[config.mk]
export PLATFORM = sky130hd
export DESIGN_NAME = pixel_capture
export DESIGN_NICKNAME = d
export VERILOG_FILES = /design/src/rtl/pixel_capture.sv
export SDC_FILE = /design/constraint.sdc
export NUM_CORES = 1
export LEC_CHECK = 0
export ABC_AREA = 1
export CORE_UTILIZATION = 50
export CTS_CLUSTER_DIAMETER = 50
export DETAILED_ROUTE_END_ITERATION = 8
export PLACE_DENSITY = 0.81
export SYNTH_ARGS = -nofsm -noshare
export SYNTH_HDL_FRONTEND = slang
export SYNTH_SLANG_ARGS = --single-unit
[constraint.sdc]
create_clock -name clk -period 2.2 [get_ports clk]
set_clock_uncertainty 0.1 [all_clocks]
set_input_delay 0.44 -clock clk [delete_from_list [all_inputs] [get_ports clk]]
set_output_delay 0.44 -clock clk [all_outputs]
set_load 0.1 [all_outputs]
[src/rtl/pixel_capture.sv]
`default_nettype none
// ============================================================================
// Module   : pixel_capture
// Function : Captures one camera frame (VSYNC/HREF/DATA) into SRAM port s0
//            with crop window, power-of-2 decimation and sample packing.
//            Optional CRC-16-CCITT output when CAPTURE_CRC_EN is defined.
// Revision : 1.0 - initial release
// ============================================================================
module pixel_capture #(
    parameter int          DATA_W    = 8,
    parameter int          WORD_W    = 32,
    parameter int          ADDR_W    = 18,
    parameter int unsigned BASE_ADDR = 0
) (
    input  logic              clk,
    input  logic              reset_n,
    input  logic              fetch_kick,
    output logic              fetch_done,
    input  logic              VSYNC,
    input  logic              HREF,
    input  logic [DATA_W-1:0] DATA,
    input  logic [11:0]       win_x0,
    input  logic [11:0]       win_x1,
    input  logic [9:0]        win_y0,
    input  logic [9:0]        win_y1,
    input  logic [1:0]        dec_log2,
    output logic              s0_WE,
    output logic [ADDR_W-1:0] s0_Addr,
    output logic [WORD_W-1:0] s0_WD,
    output logic [ADDR_W-1:0] last_addr,
`ifdef CAPTURE_CRC_EN
    output logic [15:0]       crc,
`endif
    output logic              overflow
);

    localparam int BPW    = WORD_W / DATA_W;
    localparam int LANE_W = (BPW > 1) ? $clog2(BPW) : 1;
    localparam logic [ADDR_W-1:0] BASE     = ADDR_W'(BASE_ADDR);
    localparam logic [ADDR_W-1:0] ADDR_MAX = '1;

    localparam logic [2:0] S_IDLE   = 3'd0;
    localparam logic [2:0] S_ARM    = 3'd1;
    localparam logic [2:0] S_SYNC   = 3'd2;
    localparam logic [2:0] S_ACTIVE = 3'd3;
    localparam logic [2:0] S_FLUSH  = 3'd4;
    localparam logic [2:0] S_DONE   = 3'd5;

    logic [2:0]        state;
    logic              vsync_q, href_q;
    logic [11:0]       x_cnt, wx0, wx1;
    logic [9:0]        y_cnt, wy0, wy1;
    logic [1:0]        dec;
    logic [LANE_W-1:0] lane;
    logic [WORD_W-1:0] pack;
    logic [ADDR_W-1:0] ptr;
    logic              full;

    logic              vs_rise, vs_fall, href_fall;
    logic [11:0]       x_mask;
    logic [9:0]        y_mask;
    logic              keep, word_full, flush_wr, issue;
    logic [WORD_W-1:0] merged, wr_word;

    assign vs_rise   = VSYNC & ~vsync_q;
    assign vs_fall   = ~VSYNC & vsync_q;
    assign href_fall = ~HREF & href_q;
    assign x_mask    = (12'd1 << dec) - 12'd1;
    assign y_mask    = (10'd1 << dec) - 10'd1;

    // An empty window (x0>x1 or y0>y1) fails the range test by construction.
    assign keep = (state == S_ACTIVE) && HREF
               && (x_cnt >= wx0) && (x_cnt <= wx1)
               && (y_cnt >= wy0) && (y_cnt <= wy1)
               && ((x_cnt & x_mask) == 12'd0) && ((y_cnt & y_mask) == 10'd0);

    always_comb begin
        merged = pack;
        merged[lane*DATA_W +: DATA_W] = DATA;
    end

    assign word_full = keep && (lane == LANE_W'(BPW - 1));
    assign flush_wr  = (state == S_FLUSH) && (lane != '0);
    assign issue     = word_full | flush_wr;
    assign wr_word   = flush_wr ? pack : merged;

    always_ff @(posedge clk or negedge reset_n) begin
        if (!reset_n) begin
            state      <= S_IDLE;
            vsync_q    <= 1'b0;
            href_q     <= 1'b0;
            x_cnt      <= '0;
            y_cnt      <= '0;
            wx0        <= '0;
            wx1        <= '0;
            wy0        <= '0;
            wy1        <= '0;
            dec        <= '0;
            lane       <= '0;
            pack       <= '0;
            ptr        <= BASE;
            full       <= 1'b0;
            fetch_done <= 1'b0;
            s0_WE      <= 1'b1;
            s0_Addr    <= BASE;
            s0_WD      <= '0;
            last_addr  <= BASE;
            overflow   <= 1'b0;
        end else begin
            vsync_q    <= VSYNC;
            href_q     <= HREF;
            fetch_done <= 1'b0;
            s0_WE      <= 1'b1;
            if (!issue) s0_Addr <= ptr;

            case (state)
                S_IDLE: begin
                    if (fetch_kick) begin
                        wx0       <= win_x0;
                        wx1       <= win_x1;
                        wy0       <= win_y0;
                        wy1       <= win_y1;
                        dec       <= dec_log2;
                        overflow  <= 1'b0;
                        full      <= 1'b0;
                        ptr       <= BASE;
                        s0_Addr   <= BASE;
                        last_addr <= BASE;
                        lane      <= '0;
                        pack      <= '0;
                        x_cnt     <= '0;
                        y_cnt     <= '0;
                        state     <= S_ARM;
                    end
                end
                S_ARM: begin
                    if (vs_rise) state <= S_SYNC;
                end
                S_SYNC: begin
                    x_cnt <= '0;
                    y_cnt <= '0;
                    if (vs_fall) state <= S_ACTIVE;
                end
                S_ACTIVE: begin
                    if (HREF) begin
                        if (x_cnt != '1) x_cnt <= x_cnt + 12'd1;
                    end else if (href_fall) begin
                        x_cnt <= '0;
                        if (y_cnt != '1) y_cnt <= y_cnt + 10'd1;
                    end
                    if (keep) begin
                        if (word_full) begin
                            lane <= '0;
                            pack <= '0;
                        end else begin
                            lane <= lane + LANE_W'(1);
                            pack <= merged;
                        end
                    end
                    if (vs_rise) state <= S_FLUSH;
                end
                S_FLUSH: begin
                    lane       <= '0;
                    pack       <= '0;
                    fetch_done <= 1'b1;
                    state      <= S_DONE;
                end
                S_DONE:  state <= S_IDLE;
                default: state <= S_IDLE;
            endcase

            // Once the top address is written the pointer parks; later words are dropped.
            if (issue) begin
                if (full) begin
                    overflow <= 1'b1;
                end else begin
                    s0_WE     <= 1'b0;
                    s0_WD     <= wr_word;
                    s0_Addr   <= ptr;
                    last_addr <= ptr;
                    if (ptr == ADDR_MAX) full <= 1'b1;
                    else                 ptr  <= ptr + ADDR_W'(1);
                end
            end
        end
    end

`ifdef CAPTURE_CRC_EN
    function automatic logic [15:0] crc_step(input logic [15:0] c_in,
                                             input logic [DATA_W-1:0] d);
        logic [15:0] c;
        logic        fb;
        c = c_in;
        for (int i = DATA_W - 1; i >= 0; i--) begin
            fb = c[15] ^ d[i];
            c  = {c[14:0], 1'b0};
            if (fb) c = c ^ 16'h1021;
        end
        return c;
    endfunction

    always_ff @(posedge clk or negedge reset_n) begin
        if (!reset_n)                          crc <= 16'hFFFF;
        else if (state == S_IDLE && fetch_kick) crc <= 16'hFFFF;
        else if (keep)                          crc <= crc_step(crc, DATA);
    end
`endif

endmodule
`default_nettype wire

==> flow_summary.yaml <==
clock_network:
  clockBufferDepth: 2
  numCtsBuffers: 17
  insertion_delay_ps: 440
  clk_pin_slew_ps: 80
  cts-root-buf: "clkbuf_16"
  clkSinkCount: 197
  tritoncts: "done"
  h-tree-depth: 4
drt:
  drt-pass1-iter-count: 6
  via_per_inst: 5.43
  drc: 0
  vias: 9979
  drt_iter0_drc: 884
  wl_per_cell_um: 16.2
  wl_um: 29700
  postRouteAntennaNets: 0
min_path:
  worst_hold_path_type: "in -> async"
sta:
  layout_setup_ws_ps: -209
  slew_headroom_pct: 56.6
  layout_worst_path_cycle_share_pct: 109
  grt_setup_unrepaired: "true"
  worst_pin_slew_ps: 651
  finalSetupViolCount: 122
  max_freq_ghz: 0.415
  min_period_ps: 2410
  hold_viol: 0
  drv_slew: 0
pwr:
  irDropWorstVdd_uv: 653
  leakage_nw: 7.14
  power.total_mw: 15.2
  power_density_nw_per_um2: 1040
die:
  num_rows: 52
  fp.dieH_um: 147
  coreArea_um2: 20400
  ios: 130
  die_w_um: 147
  initial_utilization_pct: 51.4
  die_area_um2: 21500
final_layout:
  antenna_cells: 0
  final_nets: 1665
  area_delta_synth_final_pct: 40.1
  fin_cells: 1837
  drive_gt1_share_pct: 27.8
run_status:
  violations: "setup timing"
  status: "finished with violations"
global_routing:
  antenna_found_initial: 0
  grt_pass1_wl_um: 46500
  grt_start_max_net_pins: 61
  grt_overflow: 0
  grt_usage_pct: 26.8
  grt_pass1_vias: 9615
worst_setup_path:
  slowest_stage: "dfrtp_2"
  cp.required_ps: 2430
  crit_arrival_ps: 2640
  crit_buf_inv: 4
  cp_top_family: "simple AND/OR/NAND/NOR gates"
  crit_chain: "ha_4 > nand2_1 > nor2_2 > nand4_1 > nand2_1 > inv_1 > nor2_4 > nand2_1 > a21boi_4 > buf_12 > buf_4 > inv_2 > nand2_1 > nand2_1"
  startpoint_type: "register"
  crit_path_frequent_cell: "nand2_1"
  critPathKind: "reg -> reg"
  crit_path_max_fanout: 9
  crit_path_end_kind: "register"
  max_stage_delay_ps: 470
yosys:
  yosysMostFrequentCell: "nand2_1"
  synth_top_area_cell: "dfrtp_1"
  synth_nets: 1428
  synth_edf_count: 0
  yosysSeqAreaShare_pct: 47.2
  avgSynthCellArea_um2: 7.94
  synthFlopType: "dfrtp_1"
  yosysWarningCount: 0
  yosysTopAreaCellShare_pct: 46.9
  syn_inst: 1317
  synthTopCellsByArea: "dfrtp_1, nand2_1, ha_1, inv_1, o21ai_0"
  ys_top_cells_by_count: "nand2_1, dfrtp_1, inv_1"
  synthesis.area_um2: 10500
  yosysUniqueCellTypes: 44
  async_flop_share_pct: 100
  ys_ff_latch: 197
placed_design:
  port_buffers: 129
  place_hpwl_um: 18400
  dp_cells: 1768
  gp_congestion: 0.904
run:
  drv_cap: 0
power breakdown:
group	internal, mW	total (mW)	leakage [nW]	switching (mW)
clock	1.90	3.42	0.312	1.52
combinational	2.68	7.07	4.19	4.39
sequential	4.33	4.69	2.64	0.358
total	8.91	15.2	7.14	6.27
logic make-up (layout without fill, tap and decap cells):
group | count (synthesis) | count (layout) | synth area share [%]
xor gates and xnor gates | 21 | 21 | 1.76
muxes | 8 | 8 | 0.766
buffers and inverters | 218 | 468 | 8.63
DFF | 197 | 197 | 47.2
adders and majority gates | 52 | 52 | 6.22
AOI/OAI and AO/OA | 221 | 221 | 11.7
and+or+nand+nor | 600 | 600 | 23.8
worst register-to-register path: cells and delay by family (launching register included):
kind,cells,cell delay (ps)
AOI/OAI and AO/OA,1,190
adders and majority gates,1,290
buffers and inverters,4,460
DFF,1,470
and+or+nand+nor,8,810
repair_timing:
item / CTS / global route
endpoints found under the setup margin: 123 / 139
resized for setup: 120 / 120
endpoints found under the hold margin: 34 / 0
setup buffers: 16 / 5
hold buffers: 1 / 0
cloned: 8 / 8
pin swaps: 29 / 25
per-stage QoR:
step	TNS (ps)	hold slack (ps)	setup WS (ps)	util, %	area [µm²]
final	-17850	367	-209	71.9	14600
after global routing	-32560	411	-326	71.9	14600
after CTS	-14700	382	-180	68.9	14000
after detailed placement	-29930	294	-315	61.9	12600
after global placement	-26060	296	-273	61.9	12600
after floorplan	-846	44.4	-33.3	-	10500
layout make-up:
class | count | area (µm²)
fill | 1433 | 5720
multi-input combinational | 902 | 5370
sequential | 197 | 4940
timing repair buffer | 270 | 2720
inverter | 165 | 633
clock buffer | 19 | 453
tap | 270 | 338
clock inverter | 13 | 186
timing repair inverter | 1 | 7.51
worst paths after layout:
check                                          to  cells after the start  slack (ps)                   start
max in group asynchronous      wy0[2]$_DFFE_PN0P_                      3         980                 reset_n
hold / removal                 wx1[4]$_DFFE_PN0P_                      2         370                 reset_n
setup / recovery             pack[30]$_DFFE_PN0P_                     14        -210    y_cnt[9]$_DFFE_PN0P_
hold reg to reg            last_addr[5]$_DFF_PN0_                      2         390  last_addr[5]$_DFF_PN0_
setup reg to reg             pack[30]$_DFFE_PN0P_                     14        -210    y_cnt[9]$_DFFE_PN0P_
min in group clk           last_addr[5]$_DFF_PN0_                      2         390  last_addr[5]$_DFF_PN0_
cell usage in the layout, fill, tap and decap left out, types with 7 or more instances in the layout:
master             n
nand4_1           13
clkbuf_16         24
nor3_1             9
buf_4            168
nand2_4           17
ha_4              12
nor2_1            50
clkdlybuf4s50_1   57
nand2_1          318
dfrtp_1          188
dfrtp_2            8
buf_6              8
a21oi_1           21
nor2_4             7
nand2_2           68
buf_12            20
nand3_2           21
inv_1            152
o21ai_2           24
o21ai_0          102
o22ai_1           25
inv_2              9
nand3_1           80
xor2_1            19
o21ai_1           31
ha_1              40
mux2i_1            8
per-layer routing:
| layer | track usage (%) | vias up | part of all wire (%) |
|---|---|---|---|
| met5 | 0 | - | 0 |
| met4 | 11.2 | 0 | 3.1 |
| met3 | 3.72 | 73 | 5.5 |
| met2 | 44.6 | 407 | 49 |
| met1 | 35.2 | 4760 | 42 |
| li1 | - | 4739 | - |
state kept, by name, summed over array words and instances (netlist names), 3 cells and up:
register   cells
x_cnt         12
state          3
wy0           10
wx0           12
pack          32
ptr           18
wx1           12
s0_Addr       18
last_addr     18
s0_WD         32
y_cnt         10
wy1           10
Note: power is estimated with default switching activity, not from simulation.
